[src/rtl/sram_read_arbiter.sv]
// Two-port read arbiter for the shared input SRAM: round-robin with bounded burst lock,
// registered address issue and a tag pipeline that routes returned data to its requester.
module sram_read_arbiter #(
   parameter int ADDR_W   = 12,
   parameter int DATA_W   = 16,
   parameter int RD_LAT   = 2,
   parameter int MAX_LOCK = 8
) (
   input  logic              clk,
   input  logic              reset_b,
   input  logic              r0_req,
   input  logic [ADDR_W-1:0] r0_addr,
   input  logic              r0_lock,
   output logic              r0_gnt,
   output logic              r0_rvalid,
   input  logic              r1_req,
   input  logic [ADDR_W-1:0] r1_addr,
   input  logic              r1_lock,
   output logic              r1_gnt,
   output logic              r1_rvalid,
   output logic [DATA_W-1:0] rdata,
   output logic [ADDR_W-1:0] sram_raddr,
   output logic              sram_ren,
   input  logic [DATA_W-1:0] sram_rdata,
   output logic              busy
);

   localparam int CNT_W = $clog2(MAX_LOCK + 1);

   typedef enum logic [1:0] {IDLE, OWN0, OWN1} state_t;

   state_t            r_state, w_nstate;
   logic [CNT_W-1:0]  r_lock_cnt, w_ncnt;
   logic              r_last;
   logic [ADDR_W-1:0] r_raddr;
   logic              r_ren;
   logic [RD_LAT-1:0] r_tag_vld;
   logic [RD_LAT-1:0] r_tag_id;

   logic w_any, w_win, w_win_lock, w_arb, w_gnt0, w_gnt1, w_gnt, w_owner;
   logic w_oreq, w_olock, w_xreq;

   // IDLE-rule winner: a lone requester wins, a conflict goes to the one not served last
   assign w_any      = r0_req | r1_req;
   assign w_win      = (r0_req & r1_req) ? ~r_last : r1_req;
   assign w_win_lock = w_win ? r1_lock : r0_lock;

   assign w_owner = (r_state == OWN1);
   assign w_oreq  = w_owner ? r1_req  : r0_req;
   assign w_olock = w_owner ? r1_lock : r0_lock;
   assign w_xreq  = w_owner ? r0_req  : r1_req;

   always_comb begin
      w_nstate = r_state;
      w_ncnt   = r_lock_cnt;
      w_gnt0   = 1'b0;
      w_gnt1   = 1'b0;
      w_arb    = 1'b0;
      if (r_state == IDLE || !w_olock) begin
         w_arb = 1'b1;
      end else if (r_lock_cnt == CNT_W'(MAX_LOCK) && w_xreq) begin
         // forced handover beats the owner's own request
         w_gnt0   = w_owner;
         w_gnt1   = ~w_owner;
         w_nstate = IDLE;
         w_ncnt   = '0;
      end else if (w_oreq) begin
         w_gnt0 = ~w_owner;
         w_gnt1 = w_owner;
         if (r_lock_cnt != CNT_W'(MAX_LOCK))
            w_ncnt = r_lock_cnt + CNT_W'(1);
      end
      if (w_arb) begin
         w_nstate = IDLE;
         w_ncnt   = '0;
         if (w_any) begin
            w_gnt0 = ~w_win;
            w_gnt1 = w_win;
            if (w_win_lock) begin
               w_nstate = w_win ? OWN1 : OWN0;
               w_ncnt   = CNT_W'(1);
            end
         end
      end
   end

   assign w_gnt = w_gnt0 | w_gnt1;

   always_ff @(posedge clk or posedge reset_b) begin
      if (reset_b) begin
         r_state    <= IDLE;
         r_lock_cnt <= '0;
         r_last     <= 1'b1;
         r_raddr    <= '0;
         r_ren      <= 1'b0;
         r_tag_vld  <= '0;
         r_tag_id   <= '0;
      end else begin
         r_state    <= w_nstate;
         r_lock_cnt <= w_ncnt;
         r_ren      <= w_gnt;
         if (w_gnt) begin
            r_last  <= w_gnt1;
            r_raddr <= w_gnt1 ? r1_addr : r0_addr;
         end
         r_tag_vld[0] <= w_gnt;
         r_tag_id[0]  <= w_gnt1;
         for (int i = 1; i < RD_LAT; i++) begin
            r_tag_vld[i] <= r_tag_vld[i-1];
            r_tag_id[i]  <= r_tag_id[i-1];
         end
      end
   end

   assign r0_gnt     = w_gnt0;
   assign r1_gnt     = w_gnt1;
   assign sram_raddr = r_raddr;
   assign sram_ren   = r_ren;
   assign rdata      = sram_rdata;
   assign busy       = |r_tag_vld;
   assign r0_rvalid  = r_tag_vld[RD_LAT-1] & ~r_tag_id[RD_LAT-1];
   assign r1_rvalid  = r_tag_vld[RD_LAT-1] &  r_tag_id[RD_LAT-1];

endmodule

[config.mk]
export PLATFORM = sky130hd
export DESIGN_NAME = sram_read_arbiter
export DESIGN_NICKNAME = d
export VERILOG_FILES = /design/src/rtl/sram_read_arbiter.sv
export SDC_FILE = /design/constraint.sdc
export NUM_CORES = 1
export LEC_CHECK = 0
export BUFFER_PORTS_ARGS = -buffer_cell sky130_fd_sc_hd__buf_2
export CAP_MARGIN = 20
export CORE_MARGIN = 2
export CORE_UTILIZATION = 43
export CTS_CLUSTER_DIAMETER = 150
export DETAILED_ROUTE_END_ITERATION = 8
export PLACE_DENSITY = 0.81
export RECOVER_POWER = 25
export SLEW_MARGIN = 5
export SYNTH_ARGS = -nofsm -noshare
export SYNTH_HDL_FRONTEND = slang
export SYNTH_SLANG_ARGS = --single-unit
[constraint.sdc]
create_clock -name clk -period 2 [get_ports clk]
set_input_delay 0.1 -clock clk [delete_from_list [all_inputs] [get_ports clk]]
set_output_delay 0.1 -clock clk [all_outputs]
set_load 0.05 [all_outputs]
# After elaboration in Yosys (flattened, before gate mapping)

Cells that the tools add are included.

Output and inout port bits: 34
Logic and storage cells: 61
Register bits: 24

Bitwise gates (word level): 9
Muxes and demuxes: 30
Reduce and logical (&&, ||, !) cells: 10
Equality and inequality tests: 4
Add/subtract/negate cells: 1

Operator list:

| operator                                     | number |
|---|---|
| two-way mux 4 bit                            | 5 |
| two-way mux 1 bit                            | 18 |
| two-way mux 12 bit                           | 1 |
| two-way mux 2 bit                            | 6 |
| nonzero test 3 bit                           | 2 |
| adder 4 x 1 -> 4 bit (second input constant) | 1 |
| equality test 4 bit (second input constant)  | 1 |
| != test 4 bit (second input constant)        | 1 |
| inverter 1 bit                               | 4 |
| AND 1 bit                                    | 3 |
| AND reduction 3 bit                          | 1 |
| equality test 2 bit (second input constant)  | 1 |
| logical NOT 2 bit                            | 1 |
| != test 2 bit (second input constant)        | 1 |
| bitwise OR 1 bit                             | 2 |
| AND reduction 2 bit                          | 1 |
| nonzero test 2 bit                           | 1 |
| OR reduction 2 bit                           | 1 |
| logical AND 1 bit                            | 1 |
| logical NOT 1 bit                            | 1 |
| logical OR 1 bit                             | 1 |

# Depth between registers and ports, before layout

Depth in word-level cells: 8
Mapped depth: 8
Mapped depth without buffers: 7

# Worst setup path after synthesis

No wires, ideal clock.

Path kind: register to register
From: reg r_lock_cnt[0]
To: reg r_tag_id[0]
Path slack: 0.262 ns
Data arrival time: 1.580 ns
Buffers on the path: 1
Cell stages (with the launch flop): 8
Period minus slack after synthesis: 1.738 ns
Required time: 1.842 ns
Path through: dfrtp_1 > inv_1 > ha_1 > and3b_2 > mux2i_1 > o211ai_4 > buf_2 > inv_2

Cells in the longest elaborated chain, start to end: 6

Ends and longest elaborated chain:

| what                          | line | source |
|---|---|---|
| start, declared               | 33   | `logic [CNT_W-1:0] r_lock_cnt, w_ncnt;` |
| start signal, assigned        | 100  | `r_lock_cnt <= w_ncnt;` |
| equality test 4 bit (*)       | 61   | `end else if (r_lock_cnt == CNT_W'(MAX_LOCK) && w_xreq) begin` |
| logical AND 1 bit (*)         | 61   |  |
| two-way mux 1 bit (*)         | 61   |  |
| two-way mux 1 bit (*)         | 59   | `if (r_state == IDLE \|\| !w_olock) begin` |
| two-way mux 1 bit             | 76   | `if (w_any) begin` |
| two-way mux 1 bit (*)         | 73   | `if (w_arb) begin` |
| named net r1_gnt              | 19   | `output logic r1_gnt,` |
| end signal, assigned          | 107  | `r_tag_id[0] <= w_gnt1;` |
| end signal, assigned by index | 110  | `r_tag_id[i] <= r_tag_id[i-1];` |
| end, declared                 | 38   | `logic [RD_LAT-1:0] r_tag_id;` |

The timed path passes the listed nets; every way through them passes the cells marked *.
A chain may end at the register's enable or synchronous reset.

# Worst setup path in the final report

From: reg r_lock_cnt[0]
To: out r1_gnt

Cells in the longest elaborated chain, start to end: 6

Ends and longest elaborated chain:

| what                    | line |
|---|---|
| equality test 4 bit (*) | 61 |
| logical AND 1 bit (*)   | 61 |
| two-way mux 1 bit (*)   | 61 |
| two-way mux 1 bit (*)   | 59 |
| two-way mux 1 bit       | 76 |
| two-way mux 1 bit (*)   | 73 |
| end, declared           | 19 |

Mark *: on every way between the ends. The rest lies on a longest branch, timed or not.

==> summary.md <==
| Metric | Value |
|---|---|
| Finished Layout Cells | about 200 |
| Nets | 220 |
| First-pass GRT wire length | between 4000 and 5000 microns |
| Row Count | 20 |
| Fill cells | a little over 300 |
| R2R depth | 9 |
| Switching power | a little over 700 uW |
| Drt initial violations | 25 |
| Mean post-synth cell area | 9.98 sq um |
| Leak | 0.804 nW |
| GR Overflow Total | 0 |
| Post-route cell area | 1550 sq um |
| Synth cell types | 36 |
| Clock network latency to the later pin of the worst-skew pair | slightly above 300 ps |
| Internal power | 883 uW |
| DIE HEIGHT | 59.8 microns |
| Reg-to-reg setup timing slack | 190 ps |
| Antenna diode count | 0 |
| Vias per inst | 5.13 |
| Flop pwr share | 39.1% |
| Setup crit start kind | register |
| Dpl ws | roughly 48 ps |
| Largest net degree at the start of global routing | 24 |
| WS Path Type | register to primary output |
| Slew @ Worst Pin | 1190 ps |
| End of the critical path | r1_gnt |
| Mapped Cells | 134 |
| Share of cells above drive strength 1 | approximately two fifths |
| Area of the core | between 3000 and 4000 sq um |
| Switching share of total power | between 40% and 50% |
| Number of antenna-violating nets in the routed design | 0 |
| Longest Clk Path Bufs | 2 |
| GP Congestion | 0.824 |
| Peak VDD IR | ~560 uV |
| Tmin final | 1900 ps |
| I/O Pins | 80 |
| Slew Viols, Final | 0 |
| RSZ-0062 raised after global routing | yes |
| # clock sinks | 23 |
| Finish-stage setup viols | 0 |
| Root buf cell | clkbuf_4 |
| Setup WS post-layout | 105 ps |
| Reg2Reg Launch Point | r_lock_cnt[0] |
| Chip width | 59.8 microns |
| Die area | 3570 sq um |
| Final Util | 51.7% |
| Max_slew headroom | 21.0% |
| Max FO, Critical Path | 5 |
| Synth warn | 0 |
| Final period utilization | 94.8% |
| Total Power | roughly 1.6 mW |
| Drt first pass iters | 4 |
| Combinational Power Share | between 40% and 50% |
| Post-DP HPWL | approximately 2000 microns |
| H-tree levels | 1 |
| WL/cell | between 10 and 15 microns |
| CTS tree | done |
| Antenna violations before repair | 0 |
| Status | finished clean |
| Routed WL | 2560 microns |
| Total track usage | 16.3% |
| Residual DRC | 0 |
| WHS | 21.0 ps |
| Clock Power Share | 13.4% |
| Initial Util | 44.5% |
| Final Skew | 8.80 ps |
| Seq cells post-synth | 23 |
| R2R Path End | sram_raddr[5] |
| Placed cell area | 1480 sq um |
| Worst hold path type | input pin to register |
| Crit path DAT | 1800 ps |
| Num CTS Buffers | 3 |
| Port buffer count | 47 |
| Syn_nets | roughly 180 |
| Synthesized area | 1340 sq um |
| Pwr dens | 1030 nW/um^2 |
| Setup_tns | 0 ps |
| Setup crit start | r_lock_cnt[0] |
| Clk pin slew, worst setup/hold paths | 130 ps |
| P&R area growth vs syn | 16.0% |
| Max Freq | 0.528 GHz |
| Critical path required time | about 1900 ps |
| Max cap viols | 0 |
| Seq/Total Area, Yosys | 43.1% |
| CP Capture Type | primary output |
| Final Hold Fails | 0 |
| Placed insts | roughly 200 |
| DR vias | 1046 |
| Vias in the first global route | 1031 |
[cells in the final DEF (no fill, tap or decap), types with 2 or more instances in the layout]
cell type,synthesis,final
dfrtp_1,22,22
ha_1,2,2
inv_1,6,6
nor2_1,15,15
clkbuf_4,0,4
buf_4,17,5
buf_2,2,45
a21oi_1,15,15
clkbuf_1,1,2
nand2_1,8,8
mux2i_1,16,15
nand3_1,5,5
[metal layers]
| metal | share of wire (%) | global-route usage (%) | vias up |
|---|---|---|---|
| met1 | 42 | 19.6 | 479 |
| met4 | 3.2 | 9.21 | 0 |
| li1 | - | - | 510 |
| met2 | 49 | 27.3 | 48 |
| met3 | 6.2 | 3.03 | 9 |
| met5 | 0 | 0 | - |
[worst min-delay path by stage]
stage                           from       endpoint  slack (ps)  cells after the start
after global routing      r1_addr[6]  sram_raddr[6]          30                      3
after CTS                 r1_addr[4]  sram_raddr[4]          20                      3
after global placement       reset_b   r_tag_vld[1]         150                      3
after detailed placement     reset_b    r_tag_id[1]         160                      3
after floorplan              reset_b  r_lock_cnt[0]         100                      1
final                     r1_addr[6]  sram_raddr[6]          20                      3
[critical path: stages (launching register included)]
cell and delay [ps]:
dfrtp_1 390, inv_1 70, ha_1 200, and3b_2 250
mux2i_2 210, o211ai_4 100, inv_2 70, buf_4 190
[flip-flops by register name, indices dropped and copies added (netlist names)]
register    flops
r_last          1
r_lock_cnt      4
r_state         2
r_tag_id        2
r_tag_vld       2
sram_raddr     12
[layout make-up]
cell class / instances / area (sq um) / area share [%]
clock buffers: 4 / 26.3 / 1.69
inverters: 7 / 26.3 / 1.69
well taps: 33 / 41.3 / 2.66
flip-flops and latches: 23 / 577 / 37.2
repair buffers: 54 / 304 / 19.6
multi-input cells: 83 / 577 / 37.2
[cell usage after synthesis]
library cell	instances	share of area, %
dfrtp_1	22	41
buf_4	17	9.5
mux2i_1	16	12
a21oi_1	15	5.6
nor2_1	15	4.2
nand2_1	8	2.2
inv_1	6	1.7
nand3_1	5	1.9
buf_2	2	0.75
ha_1	2	1.9
a21bo_2	1	0.75
a21boi_2	1	0.84
a21o_1	1	0.56
a2bb2oi_1	1	0.65
a32oi_1	1	0.65
and2_1	1	0.47
and3b_2	1	0.75
buf_12	1	1.5
clkbuf_1	1	0.28
dfstp_2	1	2.0
inv_2	1	0.28
nand2b_1	1	0.47
nand3b_1	1	0.56
nand3b_4	1	1.5
nor2b_1	1	0.47
nor3b_1	1	0.56
o211ai_1	1	0.56
o211ai_4	1	1.6
o21ai_0	1	0.37
o21ai_1	1	0.37
o21ai_2	1	0.65
o21ai_4	1	1.2
o22ai_1	1	0.47
or2_2	1	0.47
or3_1	1	0.47
xnor2_1	1	0.65
[power by group through the flow]
stage | clock network [mW] | logic [mW] | registers, mW
global placement | 0 | 0.723 | 0.633
detailed placement | 0 | 0.731 | 0.638
CTS | 0.222 | 0.753 | 0.628
global route | 0.247 | 0.815 | 0.638
floorplan | 0 | 0.423 | 0.868
finish | 0.214 | 0.756 | 0.624
[kinds of logic after synthesis]
group	count (synthesis)	share of synthesized area (%)
and+or+nand+nor	37	14.0
buffers and inverters	28	14.0
AOI/OAI and AO/OA	27	14.3
DFF	23	43.1
muxes	16	12.0
adders and majority gates	2	1.87
xor gates and xnor gates	1	0.655
[what timing repair did]
action                     CTS  global route
resized for setup            2             1
setup endpoints to repair    2             3
hold endpoints to repair    22             0
buffers inserted             3             1
hold buffers                 1             0
pin swaps                    2             0
Note: power is estimated with default switching activity, not from simulation.
